$ cat config.mk
export PLATFORM = sky130hd
export DESIGN_NAME = prog_loader_master
export DESIGN_NICKNAME = d
export VERILOG_FILES = /design/src/rtl/prog_loader_master.sv
export SDC_FILE = /design/constraint.sdc
export NUM_CORES = 1
export LEC_CHECK = 0
export CORE_MARGIN = 2
export CORE_UTILIZATION = 50
export CTS_CLUSTER_SIZE = 16
export DETAILED_ROUTE_END_ITERATION = 8
export PLACE_DENSITY = 0.77
export SLEW_MARGIN = 20
export SYNTH_ARGS = -nofsm -noshare
export SYNTH_HDL_FRONTEND = slang
export SYNTH_SLANG_ARGS = --single-unit
$ cat constraint.sdc
create_clock -name clk -period 4.34 [get_ports clk]
set_input_delay 0.868 -clock clk [delete_from_list [all_inputs] [get_ports clk]]
set_output_delay 0.868 -clock clk [all_outputs]
set_load 0.02 [all_outputs]
$ cat src/rtl/prog_loader_master.sv
// Serial program-load master: shifts (addr, data) words LSB first into the processor loader and drives proc_en.
// Optional macro PROG_LOADER_CNT_EN adds frames_sent_out, a saturating count of completed frames.
module prog_loader_master #(
  parameter int FRAME_W    = 12,
  parameter int GAP_CYCLES = 1   // legal range 1..7
) (
  input  logic       clk,
  input  logic       rst,
  input  logic [7:0] frame_data_in,
  input  logic [3:0] frame_addr_in,
  input  logic       frame_valid_in,
  output logic       frame_ready_out,
  input  logic       run_req_in,
  output logic       csi_n_out,
  output logic       csd_n_out,
  output logic       mosi_out,
  output logic       proc_en_out,
  output logic       busy_out,
`ifdef PROG_LOADER_CNT_EN
  output logic [4:0] frames_sent_out,
`endif
  output logic [2:0] state_dbg
);

  // Handshake: a frame transfers on a rising clk edge where frame_valid_in and
  // frame_ready_out are both high; the source may change the word after that edge.

  typedef enum logic [2:0] {
    S_IDLE  = 3'd0,
    S_SEL   = 3'd1,
    S_SHIFT = 3'd2,
    S_GAP   = 3'd3,
    S_RUN   = 3'd4
  } state_t;

  localparam logic [3:0] LAST_BIT = 4'(FRAME_W - 1);
  localparam logic [2:0] LAST_GAP = 3'(GAP_CYCLES - 1);

  state_t               state_q, state_d;
  logic [3:0]           bit_cnt_q, bit_cnt_d;
  logic [2:0]           gap_cnt_q, gap_cnt_d;
  logic [FRAME_W-1:0]   word_q;
  logic                 csi_n_d, mosi_d, ready_d, proc_en_d, busy_d;
  logic                 accept, gap_last, decide;

  assign accept   = frame_valid_in & frame_ready_out;
  assign gap_last = (state_q == S_GAP) && (gap_cnt_q == LAST_GAP);
  // The last gap cycle doubles as the idle decision slot so back-to-back frames cost 1+12+GAP cycles.
  assign decide   = (state_q == S_IDLE) || gap_last;

  assign csd_n_out = 1'b1;
  assign state_dbg = state_q;

  // State register and registered outputs
  always_ff @(posedge clk) begin
    if (rst) begin
      state_q         <= S_IDLE;
      bit_cnt_q       <= '0;
      gap_cnt_q       <= '0;
      word_q          <= '0;
      csi_n_out       <= 1'b1;
      mosi_out        <= 1'b0;
      frame_ready_out <= 1'b0;
      proc_en_out     <= 1'b0;
      busy_out        <= 1'b0;
    end else begin
      state_q         <= state_d;
      bit_cnt_q       <= bit_cnt_d;
      gap_cnt_q       <= gap_cnt_d;
      if (accept) word_q <= {frame_data_in, frame_addr_in};
      csi_n_out       <= csi_n_d;
      mosi_out        <= mosi_d;
      frame_ready_out <= ready_d;
      proc_en_out     <= proc_en_d;
      busy_out        <= busy_d;
    end
  end

  // Next-state logic
  always_comb begin
    state_d   = state_q;
    bit_cnt_d = bit_cnt_q;
    gap_cnt_d = gap_cnt_q;
    case (state_q)
      S_IDLE: state_d = S_IDLE;
      S_SEL: begin
        state_d   = S_SHIFT;
        bit_cnt_d = '0;
      end
      S_SHIFT: begin
        if (bit_cnt_q == LAST_BIT) begin
          state_d   = S_GAP;
          gap_cnt_d = '0;
        end else begin
          bit_cnt_d = bit_cnt_q + 4'd1;
        end
      end
      S_GAP:   gap_cnt_d = gap_cnt_q + 3'd1;
      S_RUN:   if (!run_req_in) state_d = S_IDLE;
      default: state_d = S_IDLE;
    endcase
    if (decide) begin
      if (accept)
        state_d = S_SEL;
      else if (run_req_in && !frame_valid_in)
        state_d = S_RUN;
      else
        state_d = S_IDLE;
    end
  end

  // Output decode from the next state, so every output is a flop
  always_comb begin
    csi_n_d   = 1'b1;
    mosi_d    = 1'b0;
    ready_d   = 1'b0;
    proc_en_d = 1'b0;
    busy_d    = (state_d != S_IDLE);
    case (state_d)
      S_IDLE:  ready_d = 1'b1;
      S_SEL:   csi_n_d = 1'b0;
      S_SHIFT: begin
        // cs rises with the last bit; the receiver still clocks it in.
        csi_n_d = (bit_cnt_d == LAST_BIT);
        mosi_d  = word_q[bit_cnt_d];
      end
      S_GAP:   ready_d = (gap_cnt_d == LAST_GAP);
      S_RUN:   proc_en_d = 1'b1;
      default: ready_d = 1'b0;
    endcase
  end

`ifdef PROG_LOADER_CNT_EN
  logic [4:0] frames_sent_q;

  always_ff @(posedge clk) begin
    if (rst)
      frames_sent_q <= '0;
    else if (decide && (state_d == S_RUN))
      frames_sent_q <= '0;
    else if (gap_last && (frames_sent_q != 5'd31))
      frames_sent_q <= frames_sent_q + 5'd1;
  end

  assign frames_sent_out = frames_sent_q;
`endif

endmodule

Word-level counts from Yosys, hierarchy flattened
Index checks and enable logic that the tools add are counted.
Word-level totals
  register bits: 27
  output and inout port bits: 9
  word-level logic and storage cells: 49
  input bits: 16
Operators by class
  $lt $le $gt $ge: 1
  reductions and logical operators: 10
  add/subtract/negate cells: 2
  bitwise gates (word level): 2
  muxes and demuxes: 15
  equal/unequal tests: 10
Operator list (number)
  $mux 3: 6
  $eq 3x2->1 const B: 4
  $logic_not 3->1: 4
  $pmux 3 s4: 1
  $eq 4x4->1 const B: 2
  $pmux 4 s2: 1
  $eq 3x1->1 const B: 2
  $eq 3x3->1 const B: 2
  $pmux 3 s2: 1
  $lt 4x5->1 const B: 1
  $add 4x1->4 const B: 1
  $bmux 1 s4: 1
  $mux 4: 1
  $pmux 1 s2: 2
  $add 3x1->3 const B: 1
  $reduce_bool 3->1: 1
  $logic_and 1x1->1: 2
  $mux 1: 2
  $reduce_or 2->1: 1
  $and 1x1->1: 1
  $logic_not 1->1: 1
  $logic_or 1x1->1: 1
  $not 1->1: 1

Longest topological paths before layout
Gate-level depths: netlist of the first run.
  depth in word-level cells: 8
  mapped depth: 9
  gate-level depth less buffers: 8

Worst setup path before layout of the first run
Ideal clock, no wire load.
  path type: register to register
  from: register bit_cnt_q[0]
  to: register mosi_out
  required time: 4.261 ns
  path slack: 1.889 ns
  setup time: 0.079 ns
  period minus slack after synthesis: 2.451 ns
  stages on the path, launching flop included: 9
  buffers on the path: 1
  data arrival time: 2.372 ns
  cells stage by stage: dfxtp_1 ha_1 and3b_1 buf_6 or4b_4 and3_4 or4_1 o311a_1 a211oi_2
On the way
  longest elaborated chain between the ends: 7
  elaborated cells between the ends (all ways): 12
  those cells by class: 1 x add/sub; 2 x eq/ne; 7 x mux; 1 x bitwise; 1 x reduce/logical
RTL lines
  from (decl): line 40  | logic [3:0] bit_cnt_q, bit_cnt_d;
  from (signal assigned): line 68  | bit_cnt_q <= bit_cnt_d;
  parallel branches: the longest is 7 deep, another holds $add 4x1->4
  to (signal assigned): line 72  | mosi_out <= mosi_d;
  to (decl): line 16  | output logic mosi_out,
Parallel ways; which one is timed is not known. The select of a mux whose other input is x is not followed.
A chain may end at the register's enable or synchronous reset.

Final worst setup path of the first run
  from: register state_q[0], in the netlist state_dbg[0]
  to: output state_dbg[0]
RTL lines
  from (decl): line 39  | state_t state_q, state_d;
  from (signal assigned): line 67  | state_q <= state_d;
  to (decl): line 22  | output logic [2:0] state_dbg
No word-level cell between the ends.

==> results of run 1 <==
==> kinds of logic after synthesis <==
family,after synthesis
flops,27
buf+inv,17
other cells,1
fa+ha+maj,3
xor+xnor,1
mux,2
compound gates,47
simple gates,76
==> area by class of cell <==
cell class                      instances  area [sq um]  share of cell area
Clock buffer                            4          26.3              0.0166
Inverter                                4          15.0             0.00948
Multi-Input combinational cell        130           734               0.464
Sequential cell                        27           541               0.341
Tap cell                               30          37.5              0.0237
Timing Repair Buffer                   23           230               0.145
==> metal layers <==
metal / wire length (um) / vias up / GRT usage / part of all wire
li1: - / 636 / - / -
met2: 1390 / 36 / 0.338 / 0.49
met5: 0 / - / 0 / 0
met4: 30 / 0 / 0.0646 / 0.011
met1: 1300 / 583 / 0.250 / 0.46
met3: 135 / 4 / 0.0233 / 0.047
==> power by group through the flow <==
stage                     Combinational (W)  Clock (W)  Sequential [W]
after detailed placement          0.0000731          0        0.000275
after global routing              0.0000810   0.000118        0.000272
final                             0.0000731   0.000104        0.000270
after global placement            0.0000718          0        0.000275
after CTS                         0.0000734   0.000109        0.000270
after floorplan                   0.0000420          0        0.000276
==> flip-flops by register name, indices dropped and copies added, names as in the netlist <==
| name | cells |
|---|---|
| busy_out | 1 |
| word_q | 12 |
| gap_cnt_q | 3 |
| mosi_out | 1 |
| state_dbg | 3 |
| proc_en_out | 1 |
| csi_n_out | 1 |
| frame_ready_out | 1 |
| bit_cnt_q | 4 |
==> how the worst max path moves through the flow <==
stage / slack, ns / from / end / depth (start not counted)
after floorplan: 1.89 / bit_cnt_q[0]$_SDFF_PP0_ / mosi_out$_SDFF_PP0_ / 8
after global placement: 1.77 / rst / busy_out$_SDFF_PP0_ / 3
after global routing: 1.61 / state_dbg[0]$_SDFF_PP0_ / state_dbg[0] / 1
after detailed placement: 1.71 / rst / busy_out$_SDFF_PP0_ / 3
final: 1.71 / state_dbg[0]$_SDFF_PP0_ / state_dbg[0] / 1
after CTS: 1.70 / state_dbg[0]$_SDFF_PP0_ / state_dbg[0] / 1
==> through the flow <==
step,worst slack [ns],cells,instance area [sq um],hold slack [ns],utilization
3_3_place_gp,1.77,214,1560,0.447,0.618
3_5_place_dp,1.71,214,1560,0.450,0.618
2_1_floorplan,1.89,174,1350,0.432,-
4_1_cts,1.70,218,1580,0.468,0.628
6_report,1.71,218,1580,0.467,0.628
5_1_grt,1.61,218,1580,0.487,0.628
==> cells in the final DEF (no fill, tap or decap), types with 4 or more instances in the layout <==
cell and instances:
a21oi_1 21, clkdlybuf4s50_1 23, dfxtp_1 27, inv_1 4, nand2_1 29, nand3_1 6
nor2_1 19, nor3_1 6, o21ai_0 8
==> qor.csv, run 1 <==
metric,value,unit
synth.distinct_cells,39,
end_kind,primary output,
grt_start_max_net_pins,27,
synth-edff-count,0,
fmax,380,MHz
first_global_vias,1194,
cts_sinks,27,
wl_per_cell,13.1,um
tns,0,ns
cts_hold_buf,0,
cap_viol_max_count,0,
leakagePower,0.555,nW
rr_endpoint,mosi_out$_SDFF_PP0_,
synthAdderAreaFrac,0.0277,
hold_path_class,reg2reg,
outcome,finished clean,
cp_top_family,flip-flops,
reg2reg_slack,1.76,ns
hold_viol,0,
startpoint_type,flip-flop,
yosysTopAreaCellShare,0.399,
syn_area,1350,sq um
fillCellCount,234,
via_count,1259,
clk_latency,0.31,ns
worstHoldPathCells,2,
internal_power,0.000331,W
yosysWarningCount,0,
start_util,0.537,
p_sw,0.000117,W
maxSlewHeadroom,0.388,
synth_area_leaders,"dfxtp_1 40%, nand2_1 8.0%, a21oi_1 7.8%, nor2_1 5.3%, o21ai_0 3.0%",
synth_nets,193,
wl,2.85,mm
rsz0062_at_grt,false,
port_buffers,23,
dp_hpwl,2.12,mm
r2r_start,bit_cnt_q[0]$_SDFF_PP0_,
path_class,reg2out,
netlist_instances,174,
grtUsageTotal,0.195,
arrival,1.76,ns
synth.most_common_cell,nand2_1,
finalSetupViolations,0,
synth.top_cells.by_count,"29 x nand2_1, 27 x dfxtp_1, 21 x a21oi_1",
synth_compound_area_frac,0.221,
drc,0,
avgSynthCellArea,7.78,sq um
cellPowerDensity,282,nW/um^2
clockBufferDepth,2,
area_growth,17.0,%
grt.overflow.total,0,
antenna_cells,0,
rows,18,
num-nets-final,208,
antenna_left,0,
die-area,3140,sq um
async_flop_share,0,
drive_gt1_frac,0.0372,
die_y,56.0,um
synthSimpleGateAreaFrac,0.270,
p_seq_frac,0.603,
synth_ff_type,dfxtp_1,
cts_buffers,3,
worstMarginPinSlew,0.915,ns
crit_required,3.47,ns
power_frac_comb,0.163,
p_total,0.000447,W
holdPathEnd,word_q[1]$_SDFFE_PP0P_,
worst_path_max_delay_cell,dfxtp_1,
finClkSkew,0.00412,ns
synthXorXnorAreaFrac,0.00647,
yosysSeqAreaShare,0.399,
crit_fanout,20,
min_period_over_period,0.606,
postCtsResizedCells,0,
grt_pass1_wl,5.07,mm
synth_top_family_by_area,simple AND/OR/NAND/NOR gates,
gp_congestion,0.830,
ctsRootBufferMaster,clkbuf_4,
io_pins,25,
rr_worst_depth,7,
p_sw_frac,0.261,
path_cells,clkdlybuf4s50_1,
fin_crit,2.63,ns
antenna_found_initial,0,
drv_slew,0,
htree_levels,1,
yosysTopAreaCell,dfxtp_1,
clkTransAtPathRegs,0.14,ns
crit_buf_inv,1,
drt_iter0_markers,31,
first_pass_iters,5,
power.share.clock,0.234,
synth_mux_area_frac,0.0148,
viasPerCell,5.78,
ir_drop,0.233,mV
core_area,2520,sq um
cpPeakStageDelay,0.72,ns
die_w,56.0,um
synth-seq-cells,27,
postCtsSetupBuffers,0,
hp-start,word_q[1]$_SDFFE_PP0P_,
cts_tree,built,
Power figures use the tool's default switching activity.
==> inputs of run 2 (changes only) <==
clock period = 2.5 ns   (was 4.34 ns; I/O delays follow)
==> qor.csv, run 2 (same netlist as run 1, synthesis figures left out) <==
metric,value,unit,change
htree_levels,1,,unchanged
crit_required,2.76,ns,-0.71 ns
worstMarginPinSlew,0.619,ns,-0.297 ns
place_area,1630,sq um,+4.3%
grt_start_max_net_pins,16,,-41%
outcome,finished clean,,
internal_power,0.000580,W,+76%
cpPeakStageDelay,0.52,ns,-0.20 ns
first_global_vias,1239,,+3.8%
p_sw,0.000222,W,+90%
port_buffers,23,,unchanged
die_w,56.0,um,unchanged
clk_latency,0.33,ns,+0.02 ns
hold_viol,0,,unchanged
arrival,2.66,ns,+0.90 ns
first_pass_iters,4,,-1
largest_register_ffs,12,,unchanged
cellPowerDensity,485,nW/um^2,+72%
io_pins,25,,unchanged
die_y,56.0,um,unchanged
cts_buffers,3,,unchanged
antenna_cells,0,,unchanged
path_class,reg2reg,,
startpoint_type,flip-flop,,
p_seq_frac,0.575,,-0.028
leakagePower,0.605,nW,+8.9%
dp_hpwl,2.38,mm,+12%
postCtsResizedCells,0,,unchanged
top_register,word_q,,
ir_drop,0.391,mV,+68%
end_kind,flip-flop,,
via_count,1329,,+5.6%
crit_fanout,3,,-85%
cts_hold_buf,0,,unchanged
num-nets-final,217,,+4.3%
postCtsSetupBuffers,0,,unchanged
maxSlewHeadroom,0.582,,+0.195
viasPerCell,5.85,,+1.4%
die-area,3140,sq um,unchanged
ctsRootBufferMaster,clkbuf_4,,
clkTransAtPathRegs,0.14,ns,about the same
hold_path_class,reg2reg,,
grtUsageTotal,0.208,,+0.0124
cp_top_family,simple AND/OR/NAND/NOR gates,,
finalSetupViolations,0,,unchanged
fmax,417,MHz,
gp_congestion,0.923,,+11%
wl,3.15,mm,+10%
wl_per_cell,13.9,um,+5.9%
area_growth,22.3,%,
power.share.clock,0.241,,+0.007
drt_iter0_markers,58,,+87%
antenna_found_initial,0,,unchanged
power_frac_comb,0.184,,+0.021
rows,18,,unchanged
clockBufferDepth,2,,unchanged
layout_commonest_cell,nand2_1,,
cts_tree,built,,
p_sw_frac,0.277,,+0.0154
finalInstanceArea,1660,sq um,+4.5%
drc,0,,unchanged
tns,0,ns,unchanged
grt.overflow.total,0,,unchanged
core_area,2520,sq um,unchanged
path_cells,ha_1 -> and3b_1 -> or4b_4 -> and3_4 -> or4_1 -> o311a_1 -> a211oi_2,,
fin_crit,2.40,ns,
cts_sinks,27,,unchanged
layout_common_cells,"29 x nand2_1, 25 x dfxtp_1, 23 x clkdlybuf4s50_1, 21 x a21oi_1, 19 x nor2_1",,
crit_buf_inv,0,,-1
worst_path_max_delay_cell,or4b_4,,
start_util,0.537,,unchanged
min_period_over_period,0.960,,
reg_top3,"word_q: 12 flops, bit_cnt_q: 4 flops",,
antenna_left,0,,unchanged
finClkSkew,0.00248,ns,-0.00163 ns
drv_slew,0,,unchanged
cap_viol_max_count,0,,unchanged
rsz0062_at_grt,false,,
drive_gt1_frac,0.0964,,+0.0592
grt_pass1_wl,5.37,mm,+5.9%
## run 2: final cells by class
type                    count  area (sq um)
inverters                   4          15.0
flip-flops and latches     27           543
fillers                   230           867
multi-input cells         130           734
clock inverters             1          5.00
well taps                  30          37.5
clock buffers               3          22.5
repair buffers             32           298
## run 2: final timing paths
kind                                         startpoint                endpoint  slack, ns  cells past startpoint
worst max-delay path            bit_cnt_q[0]$_SDFF_PP0_     mosi_out$_SDFF_PP0_       0.10                      7
worst min-delay path             word_q[5]$_SDFFE_PP0P_  word_q[5]$_SDFFE_PP0P_       0.47                      2
worst max register to register  bit_cnt_q[0]$_SDFF_PP0_     mosi_out$_SDFF_PP0_       0.10                      7
worst min register to register   word_q[5]$_SDFFE_PP0P_  word_q[5]$_SDFFE_PP0P_       0.47                      2
## run 2: power by group through the flow
stage                     Clock (W)  Combinational, W  Sequential, W
after floorplan                   0         0.0000730       0.000479
after detailed placement          0          0.000146       0.000471
final                      0.000193          0.000148       0.000461
after CTS                  0.000196          0.000147       0.000461
after global placement            0          0.000143       0.000469
after global routing       0.000208          0.000161       0.000464
## run 2: metrics by stage
stage | total power, W | hold WS (ns) | std cells | utilization | worst slack, ns
final | 0.000802 | 0.474 | 227 | 0.656 | 0.101
after global routing | 0.000833 | 0.487 | 227 | 0.656 | 0.0215
after CTS | 0.000804 | 0.478 | 227 | 0.655 | 0.0698
after detailed placement | 0.000617 | 0.459 | 223 | 0.644 | 0.103
after global placement | 0.000613 | 0.446 | 223 | 0.644 | 0.175
after floorplan | 0.000552 | 0.432 | 174 | - | 0.0486
## run 2: worst register-to-register path, cell delays in order, from the launching register on
cell	delay (ns)
dfxtp_2	0.35
ha_1	0.22
and3b_1	0.21
or4b_4	0.52
and3_4	0.20
or4_1	0.50
o311a_1	0.16
a211oi_2	0.18
## run 2: metal layers
layer | up-vias | share of wire | track usage
met2 | 48 | 0.47 | 0.343
met1 | 616 | 0.47 | 0.277
li1 | 654 | - | -
met4 | 0 | 0.019 | 0.0748
met5 | - | 0 | 0
met3 | 11 | 0.044 | 0.0256
==> inputs of run 3 (changes only) <==
PLACE_DENSITY = unset   (was 0.77)
PLACE_DENSITY_LB_ADDON = 0.12   (was unset)
==> qor.csv, run 3 (same netlist as run 1, synthesis figures left out) <==
metric,value,unit,change
grt_pass1_wl,5.10,mm,-5.0%
cts_tree,built,,
arrival,2.68,ns,+0.02 ns
worst_hold_slack,0.469,ns,-0.00533 ns
crit_required,2.76,ns,about the same
gp_congestion,0.922,,-0.12%
htree_levels,1,,unchanged
finalInstanceArea,1650,sq um,-0.23%
tns,0,ns,unchanged
die_y,56.0,um,unchanged
placed_cells,223,,unchanged
outcome,finished clean,,
first_global_vias,1203,,-2.9%
drv_slew,0,,unchanged
leakagePower,0.601,nW,-0.65%
hold_path_class,reg2reg,,
maxSlewHeadroom,0.574,,-0.00796
worstMarginPinSlew,0.630,ns,+0.0118 ns
num-nets-final,217,,unchanged
rsz0062_at_grt,false,,
largest_register_ffs,12,,unchanged
die_w,56.0,um,unchanged
core_area,2520,sq um,unchanged
path_class,reg2reg,,
cts_buffers,3,,unchanged
layout_commonest_cell,nand2_1,,
finClkSkew,0.00737,ns,+0.00488 ns
hold_viol,0,,unchanged
grt_start_max_net_pins,15,,-1
cellPowerDensity,480,nW/um^2,-1.0%
grtUsageTotal,0.195,,-0.0124
viasPerCell,5.65,,-3.5%
min_period_over_period,0.969,,+0.00960
clkTransAtPathRegs,0.14,ns,about the same
ctsRootBufferMaster,clkbuf_4,,
fmax,413,MHz,-0.99%
cap_viol_max_count,0,,unchanged
postCtsSetupBuffers,0,,unchanged
start_util,0.537,,unchanged
via_count,1283,,-3.5%
reg_top3,"word_q: 12 flops, bit_cnt_q: 4 flops",,
fin_crit,2.42,ns,+0.0240 ns
end_kind,flip-flop,,
clk_latency,0.32,ns,about the same
crit_fanout,4,,+1
clockBufferDepth,2,,unchanged
finalSetupViolations,0,,unchanged
stdcell_count,227,,unchanged
io_pins,25,,unchanged
wl,3.01,mm,-4.5%
die-area,3140,sq um,unchanged
startpoint_type,flip-flop,,
top_register,word_q,,
wl_per_cell,13.2,um,-4.5%
postCtsResizedCells,0,,unchanged
port_buffers,23,,unchanged
area_growth,22.0,%,
ir_drop,0.388,mV,-0.73%
layout_common_cells,"29 x nand2_1, 27 x dfxtp_1, 23 x clkdlybuf4s50_1, 21 x a21oi_1, 19 x nor2_1",,
dp_hpwl,2.22,mm,-6.6%
rows,18,,unchanged
place_area,1630,sq um,unchanged
drt_iter0_markers,63,,+8.6%
finish.utilization,0.655,,-0.00149
antenna_found_initial,0,,unchanged
drive_gt1_frac,0.0812,,-0.0152
cts_hold_buf,0,,unchanged
grt.overflow.total,0,,unchanged
drc,0,,unchanged
antenna_cells,0,,unchanged
cts_sinks,27,,unchanged
first_pass_iters,4,,unchanged
antenna_left,0,,unchanged
## run 3: changes by cell type in the layout (fill, tap and decap cells not counted)
cell / before / now
dfxtp_1: 25 / 27
dfxtp_2: 2 / 0
a21boi_0: 0 / 1
a21boi_1: 1 / 0
clkbuf_1: 0 / 1
clkinv_2: 1 / 0
## run 3: report_power, final
| group | switching, W | internal, W |
|---|---|---|
| Sequential | 0.0000108 | 0.000450 |
| Clock | 0.000123 | 0.0000624 |
| Combinational | 0.0000764 | 0.0000699 |
## run 3: worst max-delay path: stages, from the launching register on
cell and delay, ns:
dfxtp_1 0.36, ha_1 0.21, and3b_1 0.20, or4b_4 0.52, and3_4 0.20, or4_1 0.51
o311a_1 0.15, a211oi_2 0.21
## run 3: worst paths after layout
kind,from,to,slack (ns),depth (start not counted)
worst min register to register,word_q[11]$_SDFFE_PP0P_,word_q[11]$_SDFFE_PP0P_,0.47,2
worst max-delay path,bit_cnt_q[1]$_SDFF_PP0_,mosi_out$_SDFF_PP0_,0.08,7
worst max register to register,bit_cnt_q[1]$_SDFF_PP0_,mosi_out$_SDFF_PP0_,0.08,7
worst min-delay path,word_q[11]$_SDFFE_PP0P_,word_q[11]$_SDFFE_PP0P_,0.47,2
## run 3: cell type report
type	instances	area, sq um
repair buffers	32	298
fillers	233	871
clock buffers	4	26.3
inverters	4	15.0
multi-input cells	130	734
flip-flops and latches	27	541
well taps	30	37.5
## run 3: per-stage QoR
step / total power, W / worst slack, ns
after floorplan: 0.000552 / 0.0486
after global placement: 0.000612 / 0.176
after detailed placement: 0.000616 / 0.119
after CTS: 0.000797 / 0.0882
after global routing: 0.000829 / 0.0145
final: 0.000792 / 0.0771
## run 3: per-layer routing
metal / vias to the layer above / global-route usage / share of wire
met4: 0 / 0.0578 / 0.0053
met1: 584 / 0.248 / 0.46
met5: - / 0 / 0
met2: 37 / 0.345 / 0.48
li1: 660 / - / -
met3: 2 / 0.0209 / 0.050
